==> src/rtl/cache_refill_writer.sv <==
// Collects four memory beats in critical-word-first wrap order into one cache line and writes it to a way.
// Latency: critical word visible one cycle after its beat; line write one cycle after the fourth beat.
// Backpressure: req_ready only in IDLE, mem_ready only in FILL; memory stalls hold all state.
module cache_refill_writer #(
  parameter int DATA_W = 32
) (
  input  logic                clk,
  input  logic                rst_n,
  input  logic                req_valid,
  output logic                req_ready,
  input  logic [1:0]          req_way,
  input  logic [1:0]          req_word,
  input  logic                mem_valid,
  input  logic [DATA_W-1:0]   mem_data,
  output logic                mem_ready,
  output logic                crit_valid,
  output logic [DATA_W-1:0]   crit_data,
  output logic [3:0]          line_we,
  output logic [4*DATA_W-1:0] line_data,
  output logic                done
);

  typedef enum logic [1:0] {
    ST_IDLE  = 2'd0,
    ST_FILL  = 2'd1,
    ST_WRITE = 2'd2
  } state_t;

  state_t              r_state;
  logic [1:0]          r_way;
  logic [1:0]          r_ptr;
  logic [1:0]          r_beat_cnt;
  logic                r_req_ready;
  logic                r_mem_ready;
  logic                r_crit_valid;
  logic [DATA_W-1:0]   r_crit_data;
  logic [3:0]          r_line_we;
  logic                r_done;
  logic [4*DATA_W-1:0] r_line_data;

  // Handshakes qualify only on registered readies, which are themselves tied to the state,
  // so no request or memory input reaches an output combinationally.
  logic w_req_acc;
  logic w_beat_acc;
  logic w_last_beat;

  assign w_req_acc   = req_valid && r_req_ready;
  assign w_beat_acc  = mem_valid && r_mem_ready;
  assign w_last_beat = (r_beat_cnt == 2'd3);

  // Refill FSM: request latch, beat collection into the line buffer, and the one-cycle way write.
  always_ff @(posedge clk or negedge rst_n) begin
    if (!rst_n) begin
      r_state      <= ST_IDLE;
      r_way        <= 2'd0;
      r_ptr        <= 2'd0;
      r_beat_cnt   <= 2'd0;
      r_req_ready  <= 1'b0;
      r_mem_ready  <= 1'b0;
      r_crit_valid <= 1'b0;
      r_crit_data  <= '0;
      r_line_we    <= 4'b0000;
      r_done       <= 1'b0;
      r_line_data  <= '0;
    end else begin
      // Pulse outputs default low; they are raised for exactly one cycle below.
      r_crit_valid <= 1'b0;
      r_line_we    <= 4'b0000;
      r_done       <= 1'b0;

      case (r_state)
        ST_IDLE: begin
          // req_ready rises on the first edge after reset release and stays high while idle.
          r_req_ready <= 1'b1;
          if (w_req_acc) begin
            r_way       <= req_way;
            r_ptr       <= req_word;
            r_beat_cnt  <= 2'd0;
            r_req_ready <= 1'b0;
            r_mem_ready <= 1'b1;
            r_state     <= ST_FILL;
          end
        end

        ST_FILL: begin
          if (w_beat_acc) begin
            // Only the word under the wrap pointer changes; untouched words keep old contents.
            for (int i = 0; i < 4; i++) begin
              if (r_ptr == 2'(i)) begin
                r_line_data[DATA_W*i +: DATA_W] <= mem_data;
              end
            end
            r_ptr      <= r_ptr + 2'd1;
            r_beat_cnt <= r_beat_cnt + 2'd1;

            // The first beat of a refill is the word the CPU is waiting on.
            if (r_beat_cnt == 2'd0) begin
              r_crit_data  <= mem_data;
              r_crit_valid <= 1'b1;
            end

            // Fourth beat completes the line; the write pulse lines up with the WRITE state.
            if (w_last_beat) begin
              r_mem_ready <= 1'b0;
              r_line_we   <= 4'b0001 << r_way;
              r_done      <= 1'b1;
              r_state     <= ST_WRITE;
            end
          end
        end

        ST_WRITE: begin
          r_req_ready <= 1'b1;
          r_state     <= ST_IDLE;
        end

        default: begin
          r_req_ready <= 1'b0;
          r_mem_ready <= 1'b0;
          r_state     <= ST_IDLE;
        end
      endcase
    end
  end

  assign req_ready  = r_req_ready;
  assign mem_ready  = r_mem_ready;
  assign crit_valid = r_crit_valid;
  assign crit_data  = r_crit_data;
  assign line_we    = r_line_we;
  assign line_data  = r_line_data;
  assign done       = r_done;

endmodule

==> config.mk <==
export PLATFORM = sky130hd
export DESIGN_NAME = cache_refill_writer
export DESIGN_NICKNAME = d
export VERILOG_FILES = /design/src/rtl/cache_refill_writer.sv
export SDC_FILE = /design/constraint.sdc
export NUM_CORES = 1
export LEC_CHECK = 0
export BUFFER_PORTS_ARGS = -buffer_cell sky130_fd_sc_hd__buf_2
export CAP_MARGIN = 30
export CORE_MARGIN = 1
export CORE_UTILIZATION = 45
export CTS_CLUSTER_SIZE = 20
export DETAILED_ROUTE_END_ITERATION = 7
export GPL_ROUTABILITY_DRIVEN = 0
export PLACE_DENSITY = 0.74
export SYNTH_ARGS = -nofsm -noshare
export SYNTH_HDL_FRONTEND = slang
export SYNTH_SLANG_ARGS = --single-unit
==> constraint.sdc <==
create_clock -name clk -period 2.6 [get_ports clk]
set_clock_uncertainty 0.05 [all_clocks]
set_input_delay 0.52 -clock clk [delete_from_list [all_inputs] [get_ports clk]]
set_output_delay 0.52 -clock clk [all_outputs]
set_load 0.05 [all_outputs]
==> results of run 1 <==
## cells in the mapped netlist, drive strengths merged
master and instances:
inv 5, and4b 1, nand2 9, nor3 1
mux2 162, a21oi 2, or2b 1, or2 2
ha 6, and2 2, nand3 2, o21ai 2
dfrtp 176, mux2i 2, nor4bb 1, nor3b 1
o221a 1, clkbuf 1, buf 17, nand2b 1
nor2 2, a21o 2, and3 1, a31oi 1
## worst min-delay path by stage
stage | start | endpoint | slack, ps | cells after the start
after floorplan | rst_n | crit_data[0] | 170 | 0
after global placement | rst_n | line_data[115] | 430 | 1
after detailed placement | rst_n | line_data[51] | 440 | 1
after CTS | req_way[0] | r_way[0] | 270 | 2
after global routing | req_way[0] | r_way[0] | 270 | 2
final | req_way[0] | r_way[0] | 290 | 2
## area by class of cell
class / count / area (um2)
inverter: 5 / 18.8
tap: 184 / 230
multi-input combinational: 202 / 2130
timing repair buffer: 221 / 1160
sequential: 176 / 4400
clock inverter: 12 / 134
clock buffer: 20 / 457
fill: 1158 / 6000
## cell usage in the layout (no fill, tap or decap), types with 2 or more instances in the layout
master      instances
a21o_1              2
a21oi_1             2
and2_1              2
buf_2             206
buf_4              12
bufinv_16           2
clkbuf_16          17
clkbuf_8            2
clkinv_2            3
clkinv_4            2
clkinvlp_4          4
dfrtp_1           176
ha_1                6
inv_1               5
mux2_2            159
mux2_4              3
mux2i_1             2
nand2_1             4
nand2_2             4
nand3_1             2
nor2_1              2
o21ai_0             2
## logic make-up (layout without fill, tap and decap cells)
kind of cell	Yosys count	in the layout
muxes	164	164
AOI/OAI and AO/OA	8	8
DFF	176	176
and+or+nand+nor	24	24
adders and majority gates	6	6
buffers and inverters	23	258
## repair_timing
action                                  4_1_cts  5_1_grt
hold buffers                                  1        0
endpoints found under the hold margin         8        0
endpoints found under the setup margin        0        0
## metrics by stage
step / instances / total power, mW / hold slack (ps)
floorplan: 401 / 2.79 / 174
global placement: 787 / 2.91 / 432
detailed placement: 787 / 2.91 / 437
CTS: 820 / 5.45 / 265
global route: 820 / 5.58 / 272
finish: 820 / 5.38 / 286
## layer usage
| layer | wire length [um] | share of wire |
|---|---|---|
| met4 | 223 | 0.015 |
| met1 | 6280 | 0.43 |
| met3 | 881 | 0.060 |
| met5 | 0 | 0 |
| met2 | 7350 | 0.50 |
## sequential cells by signal, summed over array words and instances (netlist names)
signal and cells:
line_data 128, crit_data 32, line_we 4, r_beat_cnt 2, r_ptr 2, r_state 2, r_way 2, crit_valid 1
done 1, mem_ready 1, req_ready 1
## power groups by stage
stage          clock network (mW)  logic, mW  registers (mW)
2_1_floorplan                   0    0.00405            2.79
3_3_place_gp                    0      0.118            2.79
3_5_place_dp                    0      0.124            2.79
4_1_cts                      2.59      0.126            2.74
5_1_grt                      2.70      0.139            2.74
6_report                     2.52      0.120            2.74
## critical path, delay by kind of cell (launching register included)
family | cells | cell delay [ps]
AND/OR/NAND/NOR | 2 | 1050
flip-flops | 1 | 420
multiplexers | 1 | 410
==> impl_metrics.toml, run 1 <==
[global_route]
grt_busiest_layer = "met2"
grt_use_met2 = 0.332
grt_pass1_vias = 4218
grt_antenna_before_repair = 0
grt.overflow.total = 0
grtUsageMet1 = 0.248
grt_use_total = 0.199
grt_start_max_net_pins = 54
grt_first_pass_wirelength_um = 22700
use_met3 = 0.0545

[route]
vias = 4132
wl_per_cell_um = 18.0
post-route-drc-count = 0
drt_pass1_iterations = 4
via_per_inst = 5.04
ant_nets = 0
drt_iter0_drc = 166
totalWireLength_um = 14700

[worst_setup_path]
end_kind = "flip-flop"
crit_chain = "and4b_1, nand2_4, mux2_4"
r2r_end = "crit_data[29]"
crit_fanout = 33
slowest_stage = "and4b_1"
cp-endpoint = "crit_data[29]"
slowest_delay_ps = 630
rr_worst_depth = 3
crit_arrival_ps = 2320
cp.required_ps = 2860
r2r-start = "r_state[1]"
critPathKind = "reg -> reg"
crit_start = "r_state[1]"
rrSetupSlack_ps = 540
critPathLaunchType = "flip-flop"

[clock_tree]
cts.clk_slew.worst_paths_ps = 70
numCtsBuffers = 17
cts_setup_buffers = 0
cts_tree = "yes"
cts_root_buf = "clkbuf_16"
insertion_delay_ps = 420
cts_resized = 0
htree_levels = 4
cts.sinks = 176
cts_buffer_depth = 2

[synth]
synth_fa_ha_area_frac = 0.0112
synthXorXnorAreaFrac = 0
synth-simple-area-share = 0.0204
avgSynthCellArea_um2 = 16.7
synthesis.instances = 401
synth_compound_area_frac = 0.00786
syn-num-nets = 447
yosysTopAreaCell = "dfrtp_1"
synthTopCellsByArea = "dfrtp_1, mux2_2, buf_4, ha_1, buf_6"
netlist_area_um2 = 6690
yosysWarningCount = 0
synth-seq-cells = 176
netlist.area_leader.share = 0.659
synth-seq-area-share = 0.659
muxShareOfSynthArea = 0.278
yosysUniqueCellTypes = 29
synth_top_family_by_area = "multiplexers"

[layout]
final_util = 0.587
area.growth.synth_to_final_pct = 27.7
layout-drive-gt1-share = 0.660
fin_area_um2 = 8540
nets = 669
antenna_cells = 0

[floorplan]
fp.dieW_um = 124
core_um2 = 14500
design.die.area_um2 = 15400
initial_utilization = 0.460
die_y_um = 124
io_pins = 208
row_count = 44

[sta]
fin_crit_ps = 2060
period_share = 0.792
fmax_mhz = 485
tns_ps = 0
maxSlewHeadroom = 0.625
setup_slack_ps = 540
rsz0062_at_grt = "false"
hold_viol = 0
worstMarginPinSlew_ps = 562
drv_slew = 0
setup_viol = 0

[power]
seqPwrFrac = 0.509
intPower_mw = 4.24
p_per_area_nw_per_um2 = 630
switching_share = 0.211
p_leak_nw = 5.08
p_comb_frac = 0.022
irDropWorstVdd_uv = 387
power_switching_mw = 1.14
clock_power_share = 0.468

[place]
portBuffers = 207
dpl_worst_slack_ps = 373
dpl-instance-area_um2 = 7940
hpwl_um = 10200

[hold_path]
hold_class = "in -> reg"

[job]
drv_cap = 0

[outcome]
outcome = "complete, no violations"
(Power assumes the default switching activity.)
==> run 2: changes to the inputs <==
--- a/config.mk
+++ b/config.mk
@@ -5,6 +5,7 @@
 export SDC_FILE = /design/constraint.sdc
 export NUM_CORES = 1
 export LEC_CHECK = 0
+export ABC_AREA = 1
 export BUFFER_PORTS_ARGS = -buffer_cell sky130_fd_sc_hd__buf_2
 export CAP_MARGIN = 30
 export CORE_MARGIN = 1
@@ -12,7 +13,7 @@
 export CTS_CLUSTER_SIZE = 20
 export DETAILED_ROUTE_END_ITERATION = 7
 export GPL_ROUTABILITY_DRIVEN = 0
-export PLACE_DENSITY = 0.74
+export PLACE_DENSITY = 0.73
 export SYNTH_ARGS = -nofsm -noshare
 export SYNTH_HDL_FRONTEND = slang
 export SYNTH_SLANG_ARGS = --single-unit
==> constraint.sdc (replaced) <==
create_clock -name clk -period 1.9 [get_ports clk]
set_clock_uncertainty 0.05 [all_clocks]
set_input_delay 0.38 -clock clk [delete_from_list [all_inputs] [get_ports clk]]
set_output_delay 0.38 -clock clk [all_outputs]
set_load 0.05 [all_outputs]
==> impl_metrics.toml, run 2 <==
[worst_setup_path]
end_kind = "flip-flop"
critPathLaunchType = "flip-flop"
crit_chain = "inv_2, nand2_4, nor2_8, inv_4, buf_12, nor2_4, nand2_1, nand2_1"
cp.required_ps = 2210
critPathKind = "reg -> reg"
rrSetupSlack_ps = 60
crit_family = "simple AND/OR/NAND/NOR gates"
crit_buf_inv = 3
slowest_stage = "nor2_4"
cpMostUsedCell = "nand2_1"
r2r_end = "line_data[58]"
rr_worst_depth = 8
r2r-start = "r_state[1]"
crit_arrival_ps = 2150
slowest_delay_ps = 480
crit_fanout = 46

[floorplan]
design.die.area_um2 = 16300
initial_utilization = 0.465
die_y_um = 128
fp.dieW_um = 128
core_um2 = 15300
row_count = 45
io_pins = 208

[clock_tree]
cts.clk_slew.worst_paths_ps = 70
cts_setup_buffers = 0
cts_tree = "yes"
htree_levels = 4
numCtsBuffers = 17
cts_root_buf = "clkbuf_16"
cts_buffer_depth = 2
insertion_delay_ps = 420
cts.sinks = 176

[hold_path]
min_path_cells = 3
min_to = "r_way[1]"
hold_class = "in -> reg"
min_from = "req_way[1]"

[layout]
nets = 1018
multiInputGateArea_um2 = 2380
final_common_cell = "nand2_1"
area.growth.synth_to_final_pct = 26.1
layout_common_cells = "nand2_1, buf_2, dfrtp_1"
regArea_um2 = 4400
nFillCells = 1427
layoutNonFillerInstCount = 1197
layout-drive-gt1-share = 0.272
largest_reg_flops = 128

[route]
drt_pass1_iterations = 5
ant_nets = 0
wl_per_cell_um = 16.9
totalWireLength_um = 20200
post-route-drc-count = 0
via_per_inst = 5.08
vias = 6078
drt_iter0_drc = 472

[synth]
yosysUniqueCellTypes = 19
synthTopCellsByCount = "nand2_1, dfrtp_1, o21ai_0"
synth-seq-cells = 176
synthTopCellsByArea = "dfrtp_1, nand2_1, o21ai_0, o21ai_1, buf_6"
async_flop_share = 1.00
syn-num-nets = 818
avgSynthCellArea_um2 = 9.22
netlist.area_leader.share = 0.619
synth_edf_count = 0
synthFlopType = "dfrtp_1"
yosysTopAreaCell = "dfrtp_1"
synthesis.instances = 772
yosysWarningCount = 0
synth-seq-area-share = 0.619
yosysMostFrequentCell = "nand2_1"
netlist_area_um2 = 7120

[power]
p_per_area_nw_per_um2 = 815
irDropWorstVdd_uv = 553
p_leak_nw = 5.61

[place]
portBuffers = 207
dpl_worst_slack_ps = 28.0
place_inst = 1161
hpwl_um = 12700

[global_route]
grt_start_max_net_pins = 64
grt_antenna_before_repair = 1
grt_first_pass_wirelength_um = 31400
grt.overflow.total = 0
grt_pass1_vias = 5755
grt_use_total = 0.252

[job]
drv_cap = 0

[sta]
maxSlewHeadroom = 0.604
rsz0062_at_grt = "true"
setup_slack_ps = 63.4
worstMarginPinSlew_ps = 593
hold_slack_ps = 165
period_share = 0.967
fmax_mhz = 544
setup_viol = 0
fin_crit_ps = 1840
drv_slew = 0
hold_viol = 0

[outcome]
outcome = "complete, no violations"
==> run 2: kinds of logic after synthesis <==
kind of cell,after synthesis,synth area share
AOI/OAI and AO/OA,168,0.118
and+or+nand+nor,357,0.202
DFF,176,0.619
buffers and inverters,65,0.0511
adders and majority gates,6,0.0105
==> run 2: stage by stage <==
| step | power, mW | cell area, um2 | util | setup TNS (ps) |
|---|---|---|---|---|
| floorplan | 3.82 | 7120 | - | 0 |
| global placement | 4.01 | 8360 | 0.546 | 0 |
| detailed placement | 4.01 | 8360 | 0.546 | 0 |
| CTS | 7.40 | 8950 | 0.585 | 0 |
| global route | 7.55 | 8970 | 0.586 | -253 |
| finish | 7.32 | 8980 | 0.586 | 0 |
==> run 2: layout make-up <==
type / count / area share
timing repair buffer: 227 / 0.143
tap: 211 / 0.0294
inverter: 17 / 0.00739
antenna: 1 / 0.000279
multi-input combinational: 533 / 0.265
clock buffer: 21 / 0.0524
sequential: 176 / 0.491
clock inverter: 11 / 0.0120
==> run 2: worst max-delay path by stage <==
stage,startpoint,end,cells after the start
finish,r_state[1],line_data[58],8
global route,r_state[1],line_data[0],8
CTS,r_state[1],line_data[111],7
detailed placement,mem_valid,line_data[115],7
global placement,mem_valid,line_data[108],7
floorplan,mem_ready,crit_data[10],7
==> run 2: repair_timing <==
item	CTS	global route
setup endpoints to repair	0	41
hold endpoints to repair	42	0
gates resized for setup	0	1
hold buffers	1	0
==> run 2: routing by layer <==
metal,GRT usage,part of all wire
met5,0,0
met4,0.0761,0.017
met3,0.0680,0.077
met2,0.390,0.46
met1,0.347,0.44
==> run 2: power breakdown <==
| group | leakage [nW] | total [mW] | switching [mW] | internal (mW) |
|---|---|---|---|---|
| clock network | 0.268 | 3.38 | 1.47 | 1.92 |
| logic | 2.92 | 0.189 | 0.139 | 0.0499 |
| registers | 2.42 | 3.75 | 0 | 3.75 |
==> run 2: tightest hold or removal path, stage by stage <==
cell and delay [ps]:
buf_2 80, nor2_1 30, a21oi_1 100
==> run 3: changes to the inputs <==
==> constraint.sdc (replaced) <==
create_clock -name clk -period 2.3 [get_ports clk]
set_clock_uncertainty 0.05 [all_clocks]
set_input_delay 0.46 -clock clk [delete_from_list [all_inputs] [get_ports clk]]
set_output_delay 0.46 -clock clk [all_outputs]
set_load 0.05 [all_outputs]
==> impl_metrics.toml, run 3 (synthesized netlist as in run 2, its figures left out) <==
[sta]
tns_ps = 0
hold_viol = 0
rsz0062_at_grt = "false"
worstMarginPinSlew_ps = 865
maxSlewHeadroom = 0.422
drv_slew = 0
period_share = 0.838
fmax_mhz = 519
setup_viol = 0
fin_crit_ps = 1930

[route]
drt_iter0_drc = 467
vias = 5976
via_per_inst = 5.02
post-route-drc-count = 0
totalWireLength_um = 19000
wl_per_cell_um = 16.0
ant_nets = 0
drt_pass1_iterations = 5

[floorplan]
die_y_um = 128
row_count = 45
fp.dieW_um = 128
initial_utilization = 0.465
io_pins = 208
design.die.area_um2 = 16300
core_um2 = 15300

[worst_setup_path]
crit_fanout = 32
end_kind = "flip-flop"
crit_start = "r_state[0]"
critPathKind = "reg -> reg"
r2r-start = "r_state[0]"
cp.required_ps = 2610
crit_arrival_ps = 2230
rr_worst_depth = 6
critPathLaunchType = "flip-flop"
rrSetupSlack_ps = 370

[global_route]
grt_use_total = 0.245
grt.overflow.total = 0
grt_start_max_net_pins = 78
grt_first_pass_wirelength_um = 30500
grt_antenna_before_repair = 1
grt_pass1_vias = 5649

[job]
drv_cap = 0

[outcome]
outcome = "complete, no violations"

[power]
total_power_mw = 6.25
p_per_area_nw_per_um2 = 700
p_leak_nw = 5.61
irDropWorstVdd_uv = 487

[layout]
area.growth.synth_to_final_pct = 25.5
layoutNonFillerInstCount = 1191
nets = 1013
largest_reg_flops = 128
layout-drive-gt1-share = 0.268
final_common_cell = "nand2_1"
layout_common_cells = "nand2_1, buf_2, dfrtp_1"

[clock_tree]
numCtsBuffers = 17
cts_buffer_depth = 2
cts_resized = 0
insertion_delay_ps = 420
cts.sinks = 176
cts_root_buf = "clkbuf_16"
htree_levels = 4
cts.clk_slew.worst_paths_ps = 60
cts_tree = "yes"

[hold_path]
hold_class = "in -> reg"
min_from = "req_way[0]"
min_path_cells = 3

[place]
hpwl_um = 12400
place_inst = 1158
portBuffers = 207
run 3: cell types whose count changed in the layout (fill, tap and decap cells not counted):
cell,delta
buf_12,-3
bufinv_16,+2
clkbuf_8,+2
clkinv_2,+1
clkinv_4,-2
clkinvlp_4,-4
nor2_4,-2
run 3: stage by stage:
stage | hold slack, ps | instance area [um2] | utilization | worst slack, ps
finish | 234 | 8940 | 0.584 | 373
global route | 243 | 8940 | 0.584 | 149
CTS | 212 | 8940 | 0.584 | 387
detailed placement | 321 | 8300 | 0.542 | 267
global placement | 322 | 8300 | 0.542 | 325
floorplan | 114 | 7120 | - | 537
run 3: report_power, final:
part | switching [mW] | internal [mW]
clock network | 1.16 | 1.85
logic | 0.112 | 0.0357
registers | 0 | 3.10
run 3: critical path: stages (launching register included):
cell	delay [ps]
dfrtp_1	500
nand2_4	120
nor2_8	120
inv_4	130
nor2_4	680
nand2_1	130
nand2_1	110
run 3: layout make-up:
cell class | instances | area (um2)
antenna | 1 | 2.50
multi-input combinational | 531 | 2360
clock buffer | 23 | 498
inverter | 17 | 66.3
sequential | 176 | 4400
tap | 211 | 264
fill | 1367 | 6370
timing repair buffer | 224 | 1220
clock inverter | 8 | 125
run 3: per-layer routing:
layer,up-vias,GRT usage,share of wire
li1,2858,-,-
met1,2881,0.333,0.45
met2,217,0.381,0.46
met3,20,0.0664,0.073
met4,0,0.0830,0.014
met5,-,0,0
run 3: repair_timing:
action,CTS,global route
hold buffers,1,0
endpoints found under the hold margin,29,0
setup endpoints to repair,0,0
buffers inserted,0,0
run 3: worst paths after layout:
check,endpoint
min in group asynchronous,line_data[48]
max,line_data[119]
max in group asynchronous,line_data[53]
min reg2reg,line_we[2]
max reg2reg,line_data[119]
min,r_way[0]
